[config.mk]
export PLATFORM = sky130hd
export DESIGN_NAME = fft_frame_ctrl
export DESIGN_NICKNAME = d
export VERILOG_FILES = /design/src/rtl/fft_frame_ctrl.sv
export SDC_FILE = /design/constraint.sdc
export NUM_CORES = 1
export LEC_CHECK = 0
export ABC_AREA = 1
export BUFFER_PORTS_ARGS = -buffer_cell sky130_fd_sc_hd__buf_2
export CAP_MARGIN = 20
export CORE_MARGIN = 3
export CORE_UTILIZATION = 54
export CTS_CLUSTER_SIZE = 30
export DETAILED_ROUTE_END_ITERATION = 8
export PLACE_DENSITY = 0.8
export SLEW_MARGIN = 30
export SYNTH_ARGS = -nofsm -noshare
export SYNTH_HDL_FRONTEND = slang
export SYNTH_SLANG_ARGS = --single-unit
[constraint.sdc]
create_clock -name clk -period 2.2 [get_ports clk]
set_clock_uncertainty 0.15 [all_clocks]
set_input_delay 0.22 -clock clk [delete_from_list [all_inputs] [get_ports clk]]
set_output_delay 0.22 -clock clk [all_outputs]
set_load 0.05 [all_outputs]
[src/rtl/fft_frame_ctrl.sv]
// fft_frame_ctrl
// Frames a sample stream for a single-path-delay-feedback FFT core.
// IDLE waits for the first sample; STREAM issues N samples, one per cycle,
// zero-filling any missing ones; FLUSH feeds zeros to drain the delay lines;
// END pulses end16; DRAIN holds off until the output window has closed.
// A latency counter started with start16 opens an N-cycle out_valid window.
//
// Handshake: a sample is taken on a rising clk edge when in_valid and
// in_ready are both high; in_ready depends only on the registered state,
// never on in_valid.
//
// Optional build macro FFT_FRAME_CTRL_BITREV_IDX_EN: when defined, out_idx
// shows the bit-reversed output count (natural-order bin of the SDF output);
// otherwise out_idx is the plain sequential count.

module fft_frame_ctrl #(
   parameter int N       = 16,
   parameter int FLUSH   = 16,
   parameter int LATENCY = 24
) (
   input  logic                   clk,
   input  logic                   rst,
   input  logic                   in_valid,
   output logic                   in_ready,
   input  logic [31:0]            in_real,
   input  logic [31:0]            in_img,
   output logic                   start16,
   output logic                   end16,
   output logic [31:0]            A_real,
   output logic [31:0]            A_img,
   output logic                   out_valid,
   output logic [$clog2(N)-1:0]   out_idx,
   output logic [15:0]            frame_cnt,
   output logic                   underrun
);

   localparam int IW = $clog2(N);
   localparam logic [IW-1:0] IDX_LAST = IW'(N - 1);
   localparam logic [15:0]   FL_LAST  = 16'(FLUSH - 1);
   localparam logic [15:0]   LAT_LAST = 16'(LATENCY - 1);

   typedef enum logic [2:0] {
      S_IDLE   = 3'd0,
      S_STREAM = 3'd1,
      S_FLUSH  = 3'd2,
      S_END    = 3'd3,
      S_DRAIN  = 3'd4
   } state_t;

   state_t          state;
   logic [IW-1:0]   smp_cnt;
   logic [15:0]     flush_cnt;
   logic [15:0]     lat_cnt;
   logic            lat_run;
   logic [IW-1:0]   seq;
   logic            frame_start;

   // Samples are accepted only while idle or streaming.
   assign in_ready    = (state == S_IDLE) || (state == S_STREAM);
   assign frame_start = (state == S_IDLE) && in_valid;

   // Frame sequencer: drives the sample register, the start/end pulses,
   // the completed-frame counter and the sticky underrun flag.
   always_ff @(posedge clk) begin
      if (rst) begin
         state     <= S_IDLE;
         start16   <= 1'b0;
         end16     <= 1'b0;
         A_real    <= '0;
         A_img     <= '0;
         frame_cnt <= '0;
         underrun  <= 1'b0;
         smp_cnt   <= '0;
         flush_cnt <= '0;
      end else begin
         start16 <= 1'b0;
         end16   <= 1'b0;
         case (state)
            S_IDLE: begin
               if (in_valid) begin
                  A_real  <= in_real;
                  A_img   <= in_img;
                  start16 <= 1'b1;
                  smp_cnt <= IW'(1);
                  state   <= S_STREAM;
               end
            end
            S_STREAM: begin
               // A missing sample still occupies its slot as a zero.
               if (in_valid) begin
                  A_real <= in_real;
                  A_img  <= in_img;
               end else begin
                  A_real   <= '0;
                  A_img    <= '0;
                  underrun <= 1'b1;
               end
               if (smp_cnt == IDX_LAST) begin
                  smp_cnt <= '0;
                  state   <= S_FLUSH;
               end else begin
                  smp_cnt <= smp_cnt + IW'(1);
               end
            end
            S_FLUSH: begin
               A_real <= '0;
               A_img  <= '0;
               if (flush_cnt == FL_LAST) begin
                  flush_cnt <= '0;
                  state     <= S_END;
               end else begin
                  flush_cnt <= flush_cnt + 16'd1;
               end
            end
            S_END: begin
               A_real    <= '0;
               A_img     <= '0;
               end16     <= 1'b1;
               frame_cnt <= frame_cnt + 16'd1;
               state     <= S_DRAIN;
            end
            S_DRAIN: begin
               // Next frame may only start once the output window is over.
               if (!lat_run) begin
                  state <= S_IDLE;
               end
            end
            default: begin
               state <= S_IDLE;
            end
         endcase
      end
   end

   // Output window: count LATENCY cycles from the start16 cycle, then hold
   // out_valid for N cycles while the sequential index runs 0..N-1.
   always_ff @(posedge clk) begin
      if (rst) begin
         lat_run   <= 1'b0;
         lat_cnt   <= '0;
         out_valid <= 1'b0;
         seq       <= '0;
      end else begin
         if (lat_run && !out_valid) begin
            if (lat_cnt == LAT_LAST) begin
               out_valid <= 1'b1;
            end else begin
               lat_cnt <= lat_cnt + 16'd1;
            end
         end
         if (out_valid) begin
            if (seq == IDX_LAST) begin
               out_valid <= 1'b0;
               seq       <= '0;
               lat_run   <= 1'b0;
            end else begin
               seq <= seq + IW'(1);
            end
         end
         if (frame_start) begin
            lat_run <= 1'b1;
            lat_cnt <= '0;
         end
      end
   end

`ifdef FFT_FRAME_CTRL_BITREV_IDX_EN
   function automatic logic [IW-1:0] bitrev(input logic [IW-1:0] v);
      logic [IW-1:0] r;
      for (int i = 0; i < IW; i++) begin
         r[i] = v[IW-1-i];
      end
      return r;
   endfunction

   // seq is zero outside the window, and bit-reversed zero is zero.
   assign out_idx = bitrev(seq);
`else
   assign out_idx = seq;
`endif

endmodule

==> run summary, run 1 <==
Top cell type's share of synthesized area: 41.2%
Cell Chain, Critical Path: inv_2, nand2_2, nor2_4, inv_1, nand2_1, buf_2
Setup Fix Bufs, Post-CTS: 0
Adder-Cell Fraction of Synth Area: 1.01%
# clock sinks: 128
Residual DRC: 0
Buffers on Ports: 155
Clock share of power: 30.5%
Antenna viol nets, final: 0
Crit-path max FO: 8
Cell at the slowest stage of the critical path: dfxtp_1
Gr ovfl total: 0
Status: complete, no violations
Post-Place Setup Slack: 0.358 ns
Initial Utilization: 56.4%
Yosys cell types: 33
Worst Setup SP: state[2]$_SDFFE_PP0P_
Worst hold path class: in2reg
Worst path bufs/invs: 3
Origin of the critical flop-to-flop path: state[2]$_SDFFE_PP0P_
Register area: 2560 sq um
Final core utilization: 75.7%
Post_cts resized: 0
Area contributors post-synth: dfxtp_1 41%, inv_1 11%, a21oi_1 8.4%
Initial antenna violation count: 0
Largest family of logic cells by synthesized area: simple AND/OR/NAND/NOR gates
Switching part of the total: 41.8%
RSZ-0062 raised after global routing: false
# rows: 38
Power Total: 9.62 mW
Switching Power: 4.02 mW
CP arrival: 1.58 ns
Max-slew violations: 0
Worst-Skew Late Latency: 0.42 ns
Chip width: 113 microns
Reg2reg path depth: 7
Share of cells above drive strength 1: 19.6%
Die footprint: 12800 sq um
1st-iter DRT viols: 532
Relative max-transition margin: 62.8%
Setup CP Type: reg2out
Flop-to-flop setup slack: 0.28 ns
Worst Setup End Kind: primary output
Mux contribution to synthesized area: 0%
Combinational fraction of design power: 38.1%
Number of synthesized flops with an enable pin: 0
Cells after Synth: 925
Multi-input logic area: 2700 sq um
Netlist Area Pre-Place: 6220 sq um
Synth Area in Compound Gates: 16.0%
Register area share after synthesis: 41.2%
Cell with the most instances after synthesis: inv_1
Maxcap violations: 0
Area of the core: 11000 sq um
Post-Synthesis Net Count: 997
DR vias/cell: 5.19
Reg power frac: 31.3%
Crit path to: in_ready
Power Density: 1150 nW/um^2
Gpl congestion: 0.907
Syn. warnings: 0
GRT Total Usage: 29.4%
H-tree Lvls: 4
Detailed-placement wirelength estimate: 10700 microns
Worst hold slack: 0.0597 ns
Tmin final: 1.95 ns
Synth cell count leaders: 188 x inv_1, 137 x nor2_1, 132 x nand2_1
CP startpoint kind: register
FF+latch count, synth: 128
CTS Hold Bufs: 63
Total Wirelength: 18400 microns
Routed len/inst: 14.3 microns
# IOs: 156
Fill cell count: 790
Layout Nets: 1210
CTS tree: built
Leakage: 4.09 nW
Hold Vio Cnt, Final: 0
Number of setup violations in the final report: 0
N_diodes: 0
Final period util: 88.5%
Synth Area in XOR/XNOR: 1.83%
Pin count of the biggest net entering global routing: 42
Root buffer cell: clkbuf_16
Worst Path Required: 1.83 ns
Worst-path clk slew: 0.06 ns
Die Ht: 113 microns
Fmax: 0.513 GHz
Clock Path Buffers: 2
Crit-path max cell delay: 0.36 ns
Non-filler cells, final: 1290
Placed insts: 1196
CTS Buf Count: 17
Vias in the first global route: 6562
Largest area contributor in the netlist: dfxtp_1
Peak supply drop: 0.857 mV
Top Family by Delay on Critical Path: buffers and inverters
P_int: 5.60 mW
Ys async rst share: 0%
Syn Area/Cell: 6.73 sq um
1st-pass router iterations: 7
Worst setup margin: 0.252 ns
Top_reg_cell synth: dfxtp_1
Worst-margin pin slew: 0.557 ns
Area post-placement: 7100 sq um
Area growth syn-to-layout: 34.2%
Via count: 6700
Fin Setup TNS: 0 ns
Critical R2R Capture: A_img[16]$_SDFFE_PP0P_
First-pass GRT wire length: 30400 microns
Crit path depth: 6
Design Area, Final: 8350 sq um
Post-synthesis simple-gate area fraction: 24.5%
[worst min path at each step]
stage,startpoint,slack [ns],depth (start not counted),end
floorplan,in_img[10],0.27,4,A_img[10]$_SDFFE_PP0P_
global placement,underrun$_SDFFE_PP0P_,0.30,2,underrun$_SDFFE_PP0P_
detailed placement,underrun$_SDFFE_PP0P_,0.30,2,underrun$_SDFFE_PP0P_
CTS,in_img[22],0.004,5,A_img[22]$_SDFFE_PP0P_
global route,in_valid,0.08,4,underrun$_SDFFE_PP0P_
finish,in_img[22],0.06,5,A_img[22]$_SDFFE_PP0P_
[per-layer routing]
layer	routed length (microns)	global-route usage, %	vias to the layer above	part of all wire, %
met3	1590	10.1	87	8.6
met5	0	0	-	0
met1	7370	34.1	3023	40
met4	778	16.6	0	4.2
li1	-	-	3303	-
met2	8650	47.3	287	47
[worst min-delay path: cells and delay by family]
family                 cells  cell delay (ns)
buffers and inverters      3             0.23
AND/OR/NAND/NOR            1             0.06
AO/OA/AOI/OAI              1             0.07
[layout by cell type (no fill, tap or decap), types with 16 or more instances in the layout]
cell type / instances
o21ai_0: 74
inv_1: 187
nand3_1: 46
dfxtp_1: 128
a21oi_1: 105
clkbuf_16: 17
nand4_1: 16
buf_2: 155
dlygate4sd3_1: 63
nor2_1: 137
nand2_1: 132
[registers in the layout, indices dropped and copies added (netlist names), 3 cells and up]
| name | flops |
|---|---|
| state | 3 |
| flush_cnt | 16 |
| out_idx | 4 |
| smp_cnt | 4 |
| A_real | 32 |
| lat_cnt | 16 |
| frame_cnt | 16 |
| A_img | 32 |
[cell families (layout without fill, tap and decap cells)]
group / count (synthesis) / count (layout)
AND/OR/NAND/NOR: 356 / 356
adder cells (fa/ha/maj): 5 / 5
buffers and inverters: 229 / 454
AO/OA/AOI/OAI: 194 / 194
flip-flops: 128 / 128
XOR/XNOR: 13 / 13
[power by group through the flow]
stage / Clock (mW) / Combinational, mW / Sequential [mW]
6_report: 2.93 / 3.67 / 3.01
5_1_grt: 3.07 / 3.93 / 3.05
4_1_cts: 2.98 / 3.56 / 2.98
3_5_place_dp: 0 / 3.46 / 3.00
3_3_place_gp: 0 / 3.42 / 3.01
2_1_floorplan: 0 / 1.46 / 4.26
[layout make-up]
type                            count  area share, %
Clock inverter                      9           1.56
Inverter                          192           8.63
Clock buffer                       22           5.92
Timing Repair Buffer              231           18.8
Tap cell                          140           2.10
Sequential cell                   128           30.7
Multi-Input combinational cell    568           32.4
Power figures use the tool's default switching activity.
==> run 2, diff against run 1 <==
--- a/config.mk
+++ b/config.mk
@@ -8,8 +8,10 @@
 export ABC_AREA = 1
 export BUFFER_PORTS_ARGS = -buffer_cell sky130_fd_sc_hd__buf_2
 export CAP_MARGIN = 20
-export CORE_MARGIN = 3
+export CORE_ASPECT_RATIO = 0.75
+export CORE_MARGIN = 2
 export CORE_UTILIZATION = 54
+export CTS_BUF_LIST = sky130_fd_sc_hd__clkbuf_16
 export CTS_CLUSTER_SIZE = 30
 export DETAILED_ROUTE_END_ITERATION = 8
 export PLACE_DENSITY = 0.8
==> run 2 against run 1 <==
  * Critical path depth did not move
  * Fmax fell by 0.38%
  * Utilization fell by 1.6 points
  * Register-to-register slack improved by 0.05 ns
  * First-iteration DRC count rose by 12%
  * Clock power fell by 6%
  * Sequential power barely moved
  * Worst setup slack got worse by 0.0074 ns
  * Total power fell by 3.6%
  * Global-route usage fell by 0.73 points
  * Largest power group unchanged
==> run summary, run 2 (synthesis gave the netlist of run 1 again) <==
Status: complete, no violations
Via count: 6588
Cell at the slowest stage of the critical path: dfxtp_1
Initial Utilization: 56.2%
Worst hold path class: in2reg
Clock Path Buffers: 2
Fin Setup TNS: 0 ns
CP arrival: 1.59 ns
Min-Delay Path Depth: 5
Worst-margin pin slew: 0.412 ns
Area of the core: 11100 sq um
# IOs: 156
Gr ovfl total: 0
GRT Total Usage: 28.6%
Tmin final: 1.96 ns
Total Wirelength: 17500 microns
Hold Vio Cnt, Final: 0
Top Family by Delay on Critical Path: buffers and inverters
N_diodes: 0
Vias in the first global route: 6146
Worst Path Required: 1.83 ns
CP startpoint kind: register
Final core utilization: 74.2%
Area growth syn-to-layout: 31.9%
Antenna viol nets, final: 0
Layout Nets: 1201
Power Density: 1130 nW/um^2
Max-slew violations: 0
Peak supply drop: 0.797 mV
Share of cells above drive strength 1: 18.7%
Residual DRC: 0
Die footprint: 12400 sq um
Crit-path max FO: 8
Cell Chain, Critical Path: inv_2, nand2_2, nor2_4, inv_1, nand2_1, buf_2
Worst-Skew Late Latency: 0.40 ns
Pin count of the biggest net entering global routing: 71
# clock sinks: 128
CTS Buf Count: 17
Crit path depth: 6
Crit-path max cell delay: 0.36 ns
Gpl congestion: 0.901
Worst Setup End Kind: primary output
Most common cell after layout, fill and taps aside: inv_1
Final period util: 88.9%
Routed len/inst: 13.6 microns
Reg2reg path depth: 7
Leakage: 4.01 nW
Initial antenna violation count: 0
Maxcap violations: 0
# rows: 33
Chip width: 128 microns
Biggest regs: A_img (32), A_real (32)
H-tree Lvls: 4
Commonest non-fill, non-tap cells in the layout: 189 x inv_1, 155 x buf_2, 137 x nor2_1
Worst-path clk slew: 0.05 ns
RSZ-0062 raised after global routing: false
Fmax: 0.511 GHz
Die Ht: 97.0 microns
Buffers on Ports: 155
Root buffer cell: clkbuf_16
1st-iter DRT viols: 598
CTS tree: built
Relative max-transition margin: 72.4%
Setup Fix Bufs, Post-CTS: 0
First-pass GRT wire length: 28800 microns
1st-pass router iterations: 5
Number of setup violations in the final report: 0
Setup CP Type: reg2out
DR vias/cell: 5.14
Worst path bufs/invs: 3
Detailed-placement wirelength estimate: 10800 microns
==> run 2: cell types whose count changed in the layout (fill, tap and decap cells not counted), moves of 3 or more <==
cell,before,now
clkbuf_8,5,0
clkinv_1,0,5
buf_4,8,4
dlygate4sd3_1,63,60
==> run 2: area by class of cell <==
| type | instances | area (sq um) |
|---|---|---|
| clock buffer | 17 | 425 |
| clock inverter | 15 | 153 |
| fill | 806 | 2860 |
| inverter | 192 | 721 |
| multi-input combinational | 568 | 2700 |
| sequential | 128 | 2560 |
| tap | 140 | 175 |
| timing repair buffer | 222 | 1470 |
==> run 2: path summary, 6_finish.rpt <==
path	from	endpoint	slack [ns]
max	state[2]$_SDFFE_PP0P_	in_ready	0.24
min	in_real[4]	A_real[4]$_SDFFE_PP0P_	0.02
min reg2reg	underrun$_SDFFE_PP0P_	underrun$_SDFFE_PP0P_	0.32
max reg2reg	state[2]$_SDFFE_PP0P_	A_img[29]$_SDFFE_PP0P_	0.33
==> run 2: what timing repair did <==
item | in CTS | in global routing
endpoints found under the setup margin | 0 | 0
endpoints found under the hold margin | 60 | 0
hold buffers | 60 | 0
resized for setup | 0 | 0
==> run 2: per-layer routing <==
layer	vias up	GRT usage [%]	part of all wire, %
met4	0	14.0	3.4
li1	3286	-	-
met5	-	0	0
met2	306	44.0	45
met3	64	7.36	7.9
met1	2932	37.4	44
==> run 2: per-stage QoR <==
stage | hold WS [ns] | setup WS (ns) | cells | cell area (sq um) | total power, mW
finish | 0.0225 | 0.245 | 1282 | 8210 | 9.27
global route | 0.0261 | 0.0899 | 1282 | 8210 | 9.72
CTS | 0.00155 | 0.228 | 1282 | 8210 | 9.22
detailed placement | 0.309 | 0.368 | 1190 | 7030 | 6.39
global placement | 0.308 | 0.455 | 1190 | 7030 | 6.35
floorplan | 0.267 | 0.444 | 925 | 6220 | 5.72
==> run 2: power by group <==
part	internal (mW)	total, mW	leakage, nW	switching (mW)
Combinational	0.862	3.54	2.68	2.68
Sequential	2.74	3.00	1.05	0.258
Clock	1.75	2.74	0.279	0.986
Total	5.35	9.27	4.01	3.92
==> run 2: worst register-to-register path: cells and delay by family (launching register included) <==
kind	cells	cell delay [ns]
compound gates	3	0.71
simple gates	2	0.15
flops	1	0.44
buf+inv	2	0.34
==> run 3, diff against run 2 <==
--- a/config.mk
+++ b/config.mk
@@ -10,11 +10,11 @@
 export CAP_MARGIN = 20
 export CORE_ASPECT_RATIO = 0.75
 export CORE_MARGIN = 2
-export CORE_UTILIZATION = 54
-export CTS_BUF_LIST = sky130_fd_sc_hd__clkbuf_16
+export CORE_UTILIZATION = 55
+export CTS_BUF_LIST = sky130_fd_sc_hd__clkbuf_8
 export CTS_CLUSTER_SIZE = 30
 export DETAILED_ROUTE_END_ITERATION = 8
-export PLACE_DENSITY = 0.8
+export PLACE_DENSITY = 0.81
 export SLEW_MARGIN = 30
 export SYNTH_ARGS = -nofsm -noshare
 export SYNTH_HDL_FRONTEND = slang
==> constraint.sdc (replaced) <==
create_clock -name clk -period 1.9 [get_ports clk]
set_clock_uncertainty 0.15 [all_clocks]
set_input_delay 0.19 -clock clk [delete_from_list [all_inputs] [get_ports clk]]
set_output_delay 0.19 -clock clk [all_outputs]
set_load 0.05 [all_outputs]
==> run 3 against run 2 <==
  * Non-clock buffer count grew 12
  * Register-to-register slack lost 0.22 ns
  * Clock-buffer cell count grew 1
==> run summary, run 3 (synthesis gave the netlist of run 1 again) <==
Maxcap violations: 0
Most common cell after layout, fill and taps aside: inv_1
Root buffer cell: clkbuf_8
Worst hold path class: in2reg
Area of the core: 11000 sq um
Flop-to-flop setup slack: 0.11 ns
Worst hold endpoint: out_idx[2]$_SDFFE_PP0P_
# rows: 33
Area post-placement: 7100 sq um
Relative max-transition margin: 67.6%
Worst setup margin: 0.0912 ns
First-pass GRT wire length: 29600 microns
Leakage: 3.98 nW
Commonest non-fill, non-tap cells in the layout: 187 x inv_1, 154 x buf_2, 135 x nor2_1
1st-pass router iterations: 5
Routed len/inst: 14.1 microns
Crit-path max FO: 7
Fmax: 0.553 GHz
Pin count of the biggest net entering global routing: 69
Tmin final: 1.81 ns
Biggest regs: A_img (32), A_real (32)
Initial antenna violation count: 0
Hold Vio Cnt, Final: 0
N_diodes: 0
Layout Nets: 1213
CTS tree: built
Final core utilization: 74.4%
Die footprint: 12200 sq um
# clock sinks: 128
Die Ht: 96.1 microns
H-tree Lvls: 4
Min-Delay Path Depth: 4
1st-iter DRT viols: 474
Worst-margin pin slew: 0.481 ns
Total Wirelength: 18300 microns
Critical R2R Capture: A_real[29]$_SDFFE_PP0P_
Worst Setup End Kind: primary output
Peak supply drop: 0.950 mV
Number of setup violations in the final report: 0
Detailed-placement wirelength estimate: 10500 microns
CP startpoint kind: register
Initial Utilization: 56.7%
Worst-path clk slew: 0.08 ns
Buffers on Ports: 155
Setup CP Type: reg2out
Origin of the critical flop-to-flop path: state[2]$_SDFFE_PP0P_
Gpl congestion: 0.910
Reg2reg path depth: 10
Worst-Skew Late Latency: 0.45 ns
GRT Total Usage: 30.4%
Status: complete, no violations
Worst Path Required: 1.56 ns
CP arrival: 1.47 ns
Hold_sp: rst
Share of cells above drive strength 1: 20.2%
Area growth syn-to-layout: 31.2%
Post-Place Setup Slack: 0.0927 ns
Residual DRC: 0
Clock Path Buffers: 2
Final period util: 95.2%
Max-slew violations: 0
DR vias/cell: 5.11
Vias in the first global route: 6330
Design Area, Final: 8170 sq um
# IOs: 156
Gr ovfl total: 0
Power Density: 1240 nW/um^2
Via count: 6609
CTS Buf Count: 17
Antenna viol nets, final: 0
Chip width: 127 microns
## run 3: power breakdown
group          total, mW  leakage (nW)  internal, mW  switching (mW)
clock               2.36         0.188          1.11            1.25
combinational       4.30          2.75          1.11            3.19
sequential          3.47          1.05          3.17           0.301
total               10.1          3.98          5.39            4.74
## run 3: critical path: stages (launching register included)
cell	delay, ns
dfxtp_2	0.36
inv_2	0.09
nand2_2	0.06
nor2_4	0.17
inv_1	0.07
nand2_1	0.08
buf_4	0.20
## run 3: cell type report
cell class	instances	area, sq um
Tap cell	140	175
Inverter	192	721
Timing Repair Buffer	234	1590
Multi-Input combinational cell	568	2720
Clock buffer	18	248
Sequential cell	128	2570
Fill cell	809	2820
Clock inverter	14	144
## run 3: how the worst max path moves through the flow
stage | cells after the start | slack, ns | startpoint | to
global placement | 7 | 0.22 | lat_cnt[1]$_SDFFE_PP0P_ | lat_cnt[13]$_SDFFE_PP0P_
finish | 6 | 0.09 | state[2]$_SDFFE_PP0P_ | in_ready
global route | 6 | -0.003 | state[2]$_SDFFE_PP0P_ | in_ready
CTS | 6 | 0.002 | state[2]$_SDFFE_PP0P_ | in_ready
detailed placement | 7 | 0.09 | lat_cnt[1]$_SDFFE_PP0P_ | lat_cnt[11]$_SDFFE_PP0P_
floorplan | 7 | 0.14 | frame_cnt[0]$_SDFFE_PP0P_ | frame_cnt[12]$_SDFFE_PP0P_
## run 3: repair_timing
action / in CTS / in global routing
resized for setup: 2 / 6
setup endpoints to repair: 1 / 23
setup buffers: 0 / 2
pin swaps: 0 / 1
hold endpoints to repair: 64 / 0
hold buffers: 64 / 0
## run 3: through the flow
| stage | total power [mW] | setup TNS (ns) | hold WS (ns) | cells |
|---|---|---|---|---|
| 2_1_floorplan | 6.62 | 0 | 0.237 | 925 |
| 3_3_place_gp | 7.41 | 0 | 0.302 | 1196 |
| 3_5_place_dp | 7.43 | 0 | 0.323 | 1196 |
| 4_1_cts | 9.88 | 0 | 0.00168 | 1292 |
| 5_1_grt | 10.6 | -0.00325 | 0.0240 | 1294 |
| 6_report | 10.1 | 0 | 0.0183 | 1294 |
## run 3: metal layers
layer	vias to the layer above	GRT usage, %	part of all wire, %
li1	3305	-	-
met2	269	49.1	46
met5	-	0	0
met4	0	13.7	3.1
met1	2981	37.9	44
met3	54	9.39	7.5
